File: src/rtl/rr_mux_arbiter.sv
// Round-robin arbiter driving a 4:1 operand mux select, with a single-entry
// registered output stage (valid/ready) that captures the selected word.
//
// state | meaning
// EMPTY | output register holds nothing; any request can be captured
// FULL  | output register holds a word for the consumer
module rr_mux_arbiter #(
  parameter int WIDTH = 32
) (
  input  logic             clk,
  input  logic             rst_n,
  input  logic [3:0]       req_i,
  output logic [3:0]       gnt_o,
  output logic [1:0]       select_o,
  input  logic [WIDTH-1:0] mux_out_i,
  output logic [WIDTH-1:0] out_data_o,
  output logic [1:0]       out_src_o,
  output logic             out_valid_o,
  input  logic             out_ready_i
);

  typedef enum logic {
    EMPTY = 1'b0,
    FULL  = 1'b1
  } state_e;

  state_e           state_q, state_d;
  logic [1:0]       ptr_q, ptr_d;
  logic [WIDTH-1:0] out_data_q, out_data_d;
  logic [1:0]       out_src_q, out_src_d;

  logic [1:0] winner;
  logic [1:0] idx;
  logic       found;
  logic       any_req;
  logic       can_load;
  logic       capture;

  // Search starts at the pointer and wraps modulo 4.
  always_comb begin
    winner = ptr_q;
    found  = 1'b0;
    idx    = ptr_q;
    for (int k = 0; k < 4; k++) begin
      idx = ptr_q + 2'(k);
      if (!found && req_i[idx]) begin
        winner = idx;
        found  = 1'b1;
      end
    end
  end

  assign any_req     = |req_i;
  assign out_valid_o = (state_q == FULL);
  assign can_load    = (state_q == EMPTY) | (out_ready_i & out_valid_o);
  assign capture     = can_load & any_req;
  assign select_o    = any_req ? winner : ptr_q;
  assign gnt_o       = capture ? (4'b0001 << winner) : 4'b0000;
  assign out_data_o  = out_data_q;
  assign out_src_o   = out_src_q;

  always_comb begin
    state_d    = state_q;
    ptr_d      = ptr_q;
    out_data_d = out_data_q;
    out_src_d  = out_src_q;
    case (state_q)
      EMPTY: begin
        if (capture) begin
          state_d = FULL;
        end
      end
      FULL: begin
        // A drain and a capture in the same cycle keep the stage full.
        if (capture) begin
          state_d = FULL;
        end else if (out_ready_i) begin
          state_d = EMPTY;
        end
      end
      default: state_d = EMPTY;
    endcase
    if (capture) begin
      out_data_d = mux_out_i;
      out_src_d  = winner;
      ptr_d      = winner + 2'd1;
    end
  end

  always_ff @(posedge clk or negedge rst_n) begin
    if (!rst_n) begin
      state_q    <= EMPTY;
      ptr_q      <= 2'd0;
      out_data_q <= '0;
      out_src_q  <= 2'd0;
    end else begin
      state_q    <= state_d;
      ptr_q      <= ptr_d;
      out_data_q <= out_data_d;
      out_src_q  <= out_src_d;
    end
  end

endmodule

File: config.mk
export PLATFORM = sky130hd
export DESIGN_NAME = rr_mux_arbiter
export DESIGN_NICKNAME = d
export VERILOG_FILES = /design/src/rtl/rr_mux_arbiter.sv
export SDC_FILE = /design/constraint.sdc
export NUM_CORES = 1
export LEC_CHECK = 0
export CORE_AREA = 2 2 68 70
export CTS_CLUSTER_SIZE = 40
export DETAILED_ROUTE_END_ITERATION = 6
export DIE_AREA = 0 0 70 72
export GPL_ROUTABILITY_DRIVEN = 0
export PLACE_DENSITY = 0.77
export SYNTH_ARGS = -nofsm -noshare
export SYNTH_HDL_FRONTEND = slang
export SYNTH_SLANG_ARGS = --single-unit
File: constraint.sdc
create_clock -name clk -period 1.6 [get_ports clk]
set_input_delay 0.24 -clock clk [delete_from_list [all_inputs] [get_ports clk]]
set_output_delay 0.24 -clock clk [all_outputs]
set_load 0.1 [all_outputs]
==> key figures, run 1 <==
Route
  • Iteration-0 DRC count of the detailed router: 62
  • Antenna Nets Post-Route: 0
  • Vias per cell: 4.79
  • TritonRoute pass-1 iters: 4
  • Wire per inst: 17.1 um
  • WL final: 4570 um
  • Vias after detailed routing: 1279
  • DRC: 0

Yosys
  • Distinct cells, synth: 19
  • Flops & latches, synth: 37
  • Synthesized cell area: 1660 um^2
  • Post-Syn Area per Cell: 15.1 um^2
  • Register area share after synthesis: 0.557
  • Mapped Cells: 110
  • Net Count, Synth: 149
  • Yosys warning total: 0

Cells and area
  • Area of the multi-input gates: 779 um^2
  • Nets@finish: 253
  • Fill cells: 243
  • Fin cells: 267
  • Post-Layout Inst Area: 3300 um^2
  • Ratio of cells with drive above 1 in the final layout: 0.581
  • Antenna diodes: 0
  • Register Area: 928 um^2
  • Area Growth Syn to Fin: 98.2%
  • Most frequent cells in the layout: 43 x buf_12, 35 x dfrtp_1, 33 x clkdlybuf4s50_1
  • Leading cell type in the layout, fill and taps excluded: buf_12

Global route
  • Number of global-route vias before repair: 1462
  • Antenna violations before repair: 0
  • Grt ovf: 0
  • First-pass GRT wire length: 7490 um
  • Largest net degree at the start of global routing: 22
  • Gr usage total: 0.193

Setup path
  • Slowest stage delay, CP: 0.44 ns
  • Buffers and inverters on the worst path: 4
  • R2R depth: 8
  • CP most frequent cell: buf_4
  • Cell Chain, Critical Path: buf_4 > buf_4 > o21ai_2 > o221a_4 > buf_6 > nand2_4 > nor2_4 > buf_12
  • Slowest cell on the critical path: dfrtp_2
  • RR Startpoint: ptr_q[1]
  • Worst path required time: 1.36 ns
  • Crit path kind: flop to primary output
  • Flop-to-flop setup slack: 0.09 ns
  • Crit path DAT: 1.76 ns
  • Top Family by Delay on Critical Path: buffers and inverters
  • Crit Path Max Fanout: 5
  • Crit start category: flop
  • Setup crit end kind: primary output
  • R2r endpoint: ptr_q[0]

Run status
  • Violated checks: setup timing
  • Status: finished, violations left

Die
  • # rows: 24
  • Ports: 80
  • Initial Util: 0.390
  • Chip Height: 72 um
  • Area of the core: 4260 um^2
  • Die Width: 70 um
  • Die Area: 5040 um^2

Clocking
  • Clock Latency Late Sink: 0.28 ns
  • Clock Tree Root: clkbuf_8
  • Clk slew on worst S/H paths: 0.07 ns
  • H-tree Lvls: 2
  • CTS Sinks: 37
  • CTS Buf Count: 5
  • Max clock buf depth: 2
  • CTS tree: built

Timing
  • Final Max Tran Viols: 0
  • Relative max-transition margin: 0.734
  • RSZ-0062 raised after global routing: yes
  • Achievable frequency: 499 MHz
  • Clock skew: 0.00328 ns
  • Period utilization: 1.25
  • Minimum clock period: 2.00 ns
  • Count of final setup violators: 6
  • Worst-margin pin slew: 0.398 ns
  • Final Hold Viols: 0
  • Final worst slack: -0.403 ns

Min path
  • Hold_sp: req_i[3]
  • Hold Crit Endpoint: out_valid_o
  • Hold Path Cell Cnt: 4
  • HP Class: input port to flop

Power
  • PD cells: 1400 nW/um^2
  • Pleak: 1.52 nW
  • Total power: 0.00462 W
  • VDD IR max: 0.995 mV

Placement
  • Port-buffer cells: 79
  • HPWL after DPL: 3480 um
  • Dpl cells: 254
  • Placed Area: 3120 um^2

Job
  • Max-Cap Viols: 0
==> Yosys cell counts (all sizes together) <==
cell type	count	area, um^2
nand3	1	5.00
o32ai	1	16.3
nor2b	2	12.5
o221a	1	11.3
o21a	1	7.51
nor4	1	12.5
inv	6	22.5
or3	1	6.26
buf	4	45.0
mux2	32	480
mux2i	1	10.0
o21ai	4	20.0
nand2b	3	18.8
nand2	2	7.51
dfrtp	37	926
nor2	6	22.5
a21oi	7	38.8
==> worst reg2reg max path, delay by kind of cell (launching register included) <==
family / cells / cell delay [ns]
compound gates: 3 / 0.36
flops: 1 / 0.44
simple gates: 1 / 0.07
buf+inv: 4 / 0.52
==> how the worst max path moves through the flow <==
stage | cells after the start | startpoint | endpoint
2_1_floorplan | 5 | ptr_q[1] | gnt_o[0]
3_3_place_gp | 7 | req_i[0] | gnt_o[2]
3_5_place_dp | 7 | req_i[2] | gnt_o[2]
4_1_cts | 6 | ptr_q[1] | gnt_o[0]
5_1_grt | 6 | ptr_q[1] | gnt_o[0]
6_report | 8 | ptr_q[1] | gnt_o[1]
==> kinds of logic after synthesis <==
family / share of synthesized area
muxes: 0.295
and+or+nand+nor: 0.0512
AOI/OAI and AO/OA: 0.0564
DFF: 0.557
buffers and inverters: 0.0406
==> final cells by class <==
cell class	instances	area share
clock buffers	7	0.0292
clock inverters	1	0.00152
inverters	6	0.00797
multi-input cells	63	0.237
flip-flops and latches	37	0.282
well taps	52	0.0197
repair buffers	101	0.423
==> stage by stage <==
| step | TNS, ns | utilization | hold WS (ns) | worst slack [ns] |
|---|---|---|---|---|
| floorplan | -2.94 | - | -0.0556 | -0.867 |
| global placement | -14.07 | 0.731 | 0.175 | -0.439 |
| detailed placement | -18.02 | 0.731 | 0.179 | -0.599 |
| CTS | -2.08 | 0.769 | 0.421 | -0.437 |
| global route | -2.67 | 0.773 | 0.420 | -0.474 |
| finish | -2.21 | 0.773 | 0.400 | -0.403 |
==> power by group <==
group / internal (W) / switching (W) / total [W]
Combinational: 0.00110 / 0.00158 / 0.00268
Sequential: 0.00107 / 0.000161 / 0.00123
Clock: 0.000389 / 0.000323 / 0.000712
Total: 0.00256 / 0.00207 / 0.00462
==> flip-flops by register name (all words and copies together) (netlist names) <==
signal	cells
out_data_o	32
out_src_o	2
out_valid_o	1
ptr_q	2
==> per-layer routing <==
metal  part of all wire  track usage  vias to the layer above
li1                   -            -                      587
met1               0.39        0.234                      635
met2               0.54        0.330                       49
met3              0.052       0.0542                        8
met4              0.016       0.0726                        0
met5                  0            0                        -
==> what timing repair did <==
action | 4_1_cts | 5_1_grt
hold buffers | 1 | 0
gates resized for setup | 14 | 4
setup buffers | 2 | 2
hold endpoints to repair | 16 | 0
endpoints found under the setup margin | 40 | 37
pin swaps | 6 | 4
Note: power is estimated with default switching activity, not from simulation.
==> inputs of run 2 (changes only) <==
==> config.mk (replaced) <==
export PLATFORM = sky130hd
export DESIGN_NAME = rr_mux_arbiter
export DESIGN_NICKNAME = d
export VERILOG_FILES = /design/src/rtl/rr_mux_arbiter.sv
export SDC_FILE = /design/constraint.sdc
export NUM_CORES = 1
export LEC_CHECK = 0
export CORE_AREA = 2 2 78 80
export CTS_CLUSTER_SIZE = 40
export DETAILED_ROUTE_END_ITERATION = 6
export DIE_AREA = 0 0 80 82
export GPL_ROUTABILITY_DRIVEN = 0
export SYNTH_ARGS = -nofsm -noshare
export SYNTH_HDL_FRONTEND = slang
export SYNTH_SLANG_ARGS = --single-unit
==> run 2 against run 1 <==
Hold slack got worse by 0.014 ns. Register-to-register slack worse by 0.02 ns. Non-clock buffer count is 1 lower. First-iteration DRC count shrank 32%. Sequential cell count is the same. The flow still finishes with violations (setup timing). Setup slack better by 0.022 ns. Critical path depth unchanged. Routed wire length down 3.8%. Utilization shrank 20 points. Power down 2.9%. Maximum frequency up 1.1%.
==> key figures, run 2 (synthesis results as in run 1) <==
Global route
  • First-pass GRT wire length: 7040 um (-6.1%)
  • Number of global-route vias before repair: 1386 (-5.2%)
  • Antenna violations before repair: 0 (unchanged)
  • Gr usage total: 0.142 (-0.0514)
  • Largest net degree at the start of global routing: 24 (+9.1%)
  • Grt ovf: 0 (unchanged)

Power
  • Pleak: 1.50 nW (-1.5%)
  • PD cells: 1370 nW/um^2 (-2.2%)
  • VDD IR max: 1.09 mV (+9.4%)
  • Total power: 0.00449 W (-2.9%)

Setup path
  • Crit path kind: flop to primary output
  • Worst setup path startpoint: ptr_q[1]
  • Setup crit end kind: primary output
  • RR Startpoint: ptr_q[1]
  • Crit path DAT: 1.74 ns (-0.02 ns)
  • Crit Path Max Fanout: 5 (unchanged)
  • Worst path required time: 1.36 ns (about the same)
  • Crit start category: flop
  • Flop-to-flop setup slack: 0.07 ns (-0.02 ns)

Route
  • WL met3: 222 um (-7.1%)
  • TritonRoute pass-1 iters: 4 (unchanged)
  • DR top layer: met4
  • Vias after detailed routing: 1237 (-3.3%)
  • Met1 wire length: 1710 um (-4.3%)
  • Vias per cell: 4.28 (-11%)
  • Antenna Nets Post-Route: 0 (unchanged)
  • DRC: 0 (unchanged)
  • WL final: 4400 um (-3.8%)
  • Metal2 WL: 2380 um (-3.6%)
  • Wire per inst: 15.2 um (-11%)
  • Iteration-0 DRC count of the detailed router: 42 (-32%)

Clocking
  • Max clock buf depth: 2 (unchanged)
  • CTS Sinks: 37 (unchanged)
  • Clk slew on worst S/H paths: 0.07 ns (about the same)
  • CTS Buf Count: 5 (unchanged)
  • H-tree Lvls: 2 (unchanged)
  • Clock Latency Late Sink: 0.28 ns (about the same)
  • Clock Tree Root: clkbuf_8
  • CTS tree: built

Timing
  • Worst hold margin: 0.386 ns (-0.0142 ns)
  • Final worst slack: -0.381 ns (+0.0218 ns)
  • Count of final setup violators: 6 (unchanged)
  • Final Max Tran Viols: 0 (unchanged)
  • Period utilization: 1.24 (-0.0136)
  • Achievable frequency: 505 MHz (+1.1%)
  • Relative max-transition margin: 0.741 (+0.00693)
  • Worst-margin pin slew: 0.385 ns (-0.0136 ns)
  • Final Hold Viols: 0 (unchanged)
  • Clock skew: 0.00389 ns (+0.000612 ns)
  • Minimum clock period: 1.98 ns (-0.0218 ns)
  • RSZ-0062 raised after global routing: yes

Cells and area
  • Area Growth Syn to Fin: 96.8%
  • Antenna diodes: 0 (unchanged)
  • Fin cells: 289 (+8.2%)
  • Max reg flops: 32 (unchanged)
  • Ratio of cells with drive above 1 in the final layout: 0.565 (-0.0160)
  • Nets@finish: 252 (-0.40%)
  • Leading cell type in the layout, fill and taps excluded: buf_12
  • Final Util: 0.569 (-0.203)
  • Most frequent cells in the layout: 42 x buf_12, 35 x dfrtp_1, 33 x clkdlybuf4s50_1

Die
  • Die Width: 80 um (+14%)
  • Ports: 80 (unchanged)
  • Area of the core: 5750 um^2 (+35%)
  • Chip Height: 82 um (+14%)
  • # rows: 28 (+17%)
  • Die Area: 6560 um^2 (+30%)
  • Initial Util: 0.289 (-0.101)

Min path
  • HP Class: input port to asynchronous set/reset pin

Job
  • Max-Cap Viols: 0 (unchanged)

Placement
  • HPWL after DPL: 3330 um (-4.4%)
  • Dpl cells: 277 (+9.1%)
  • Port-buffer cells: 79 (unchanged)

Run status
  • Violated checks: setup timing
  • Status: finished, violations left
run 2: path summary, 6_finish.rpt:
kind                                  end  cells after the start
min                              ptr_q[1]                      2
min in group clk              out_valid_o                      4
max                              gnt_o[1]                      8
max in group asynchronous  out_data_o[27]                      3
max reg2reg                      ptr_q[1]                      7
min reg2reg                 out_data_o[9]                      1
run 2: power by group:
part	switching [W]	internal (W)	leakage, nW
combinational	0.00156	0.00108	1.03
sequential	0.000162	0.00107	0.426
clock	0.000316	0.000302	0.0450
run 2: final cells by class:
type / instances / area [um^2]
multi-input cells: 63 / 766
inverters: 6 / 26.3
clock buffers: 6 / 72.6
repair buffers: 100 / 1380
clock inverters: 2 / 10.0
well taps: 75 / 93.8
fillers: 471 / 2470
flip-flops and latches: 37 / 928
run 2: layer usage:
layer,global-route usage,up-vias
li1,-,586
met1,0.171,602
met2,0.241,42
met3,0.0286,7
met4,0.0712,0
met5,0,-
run 2: stage by stage:
stage	cell area [um^2]	TNS [ns]	setup slack (ns)
finish	3270	-1.98	-0.381
global route	3270	-2.48	-0.470
detailed placement	3130	-17.05	-0.503
global placement	3130	-15.17	-0.432
floorplan	1750	-2.94	-0.867
CTS	3250	-2.31	-0.463
run 2: worst max-delay path, stage by stage (launching register included):
cell and delay [ns]:
dfrtp_2 0.42, buf_4 0.14, inv_2 0.04, a21oi_2 0.14, o221a_4 0.20, buf_6 0.12, nand2_4 0.07, nor2_4 0.14
buf_12 0.18
run 2: timing repair:
action                     CTS  global route
hold endpoints to repair    14             0
setup endpoints to repair   40             6
hold buffers                 1             0
gates resized for setup     10             3
pin swaps                    4             2
buffers inserted             2             1
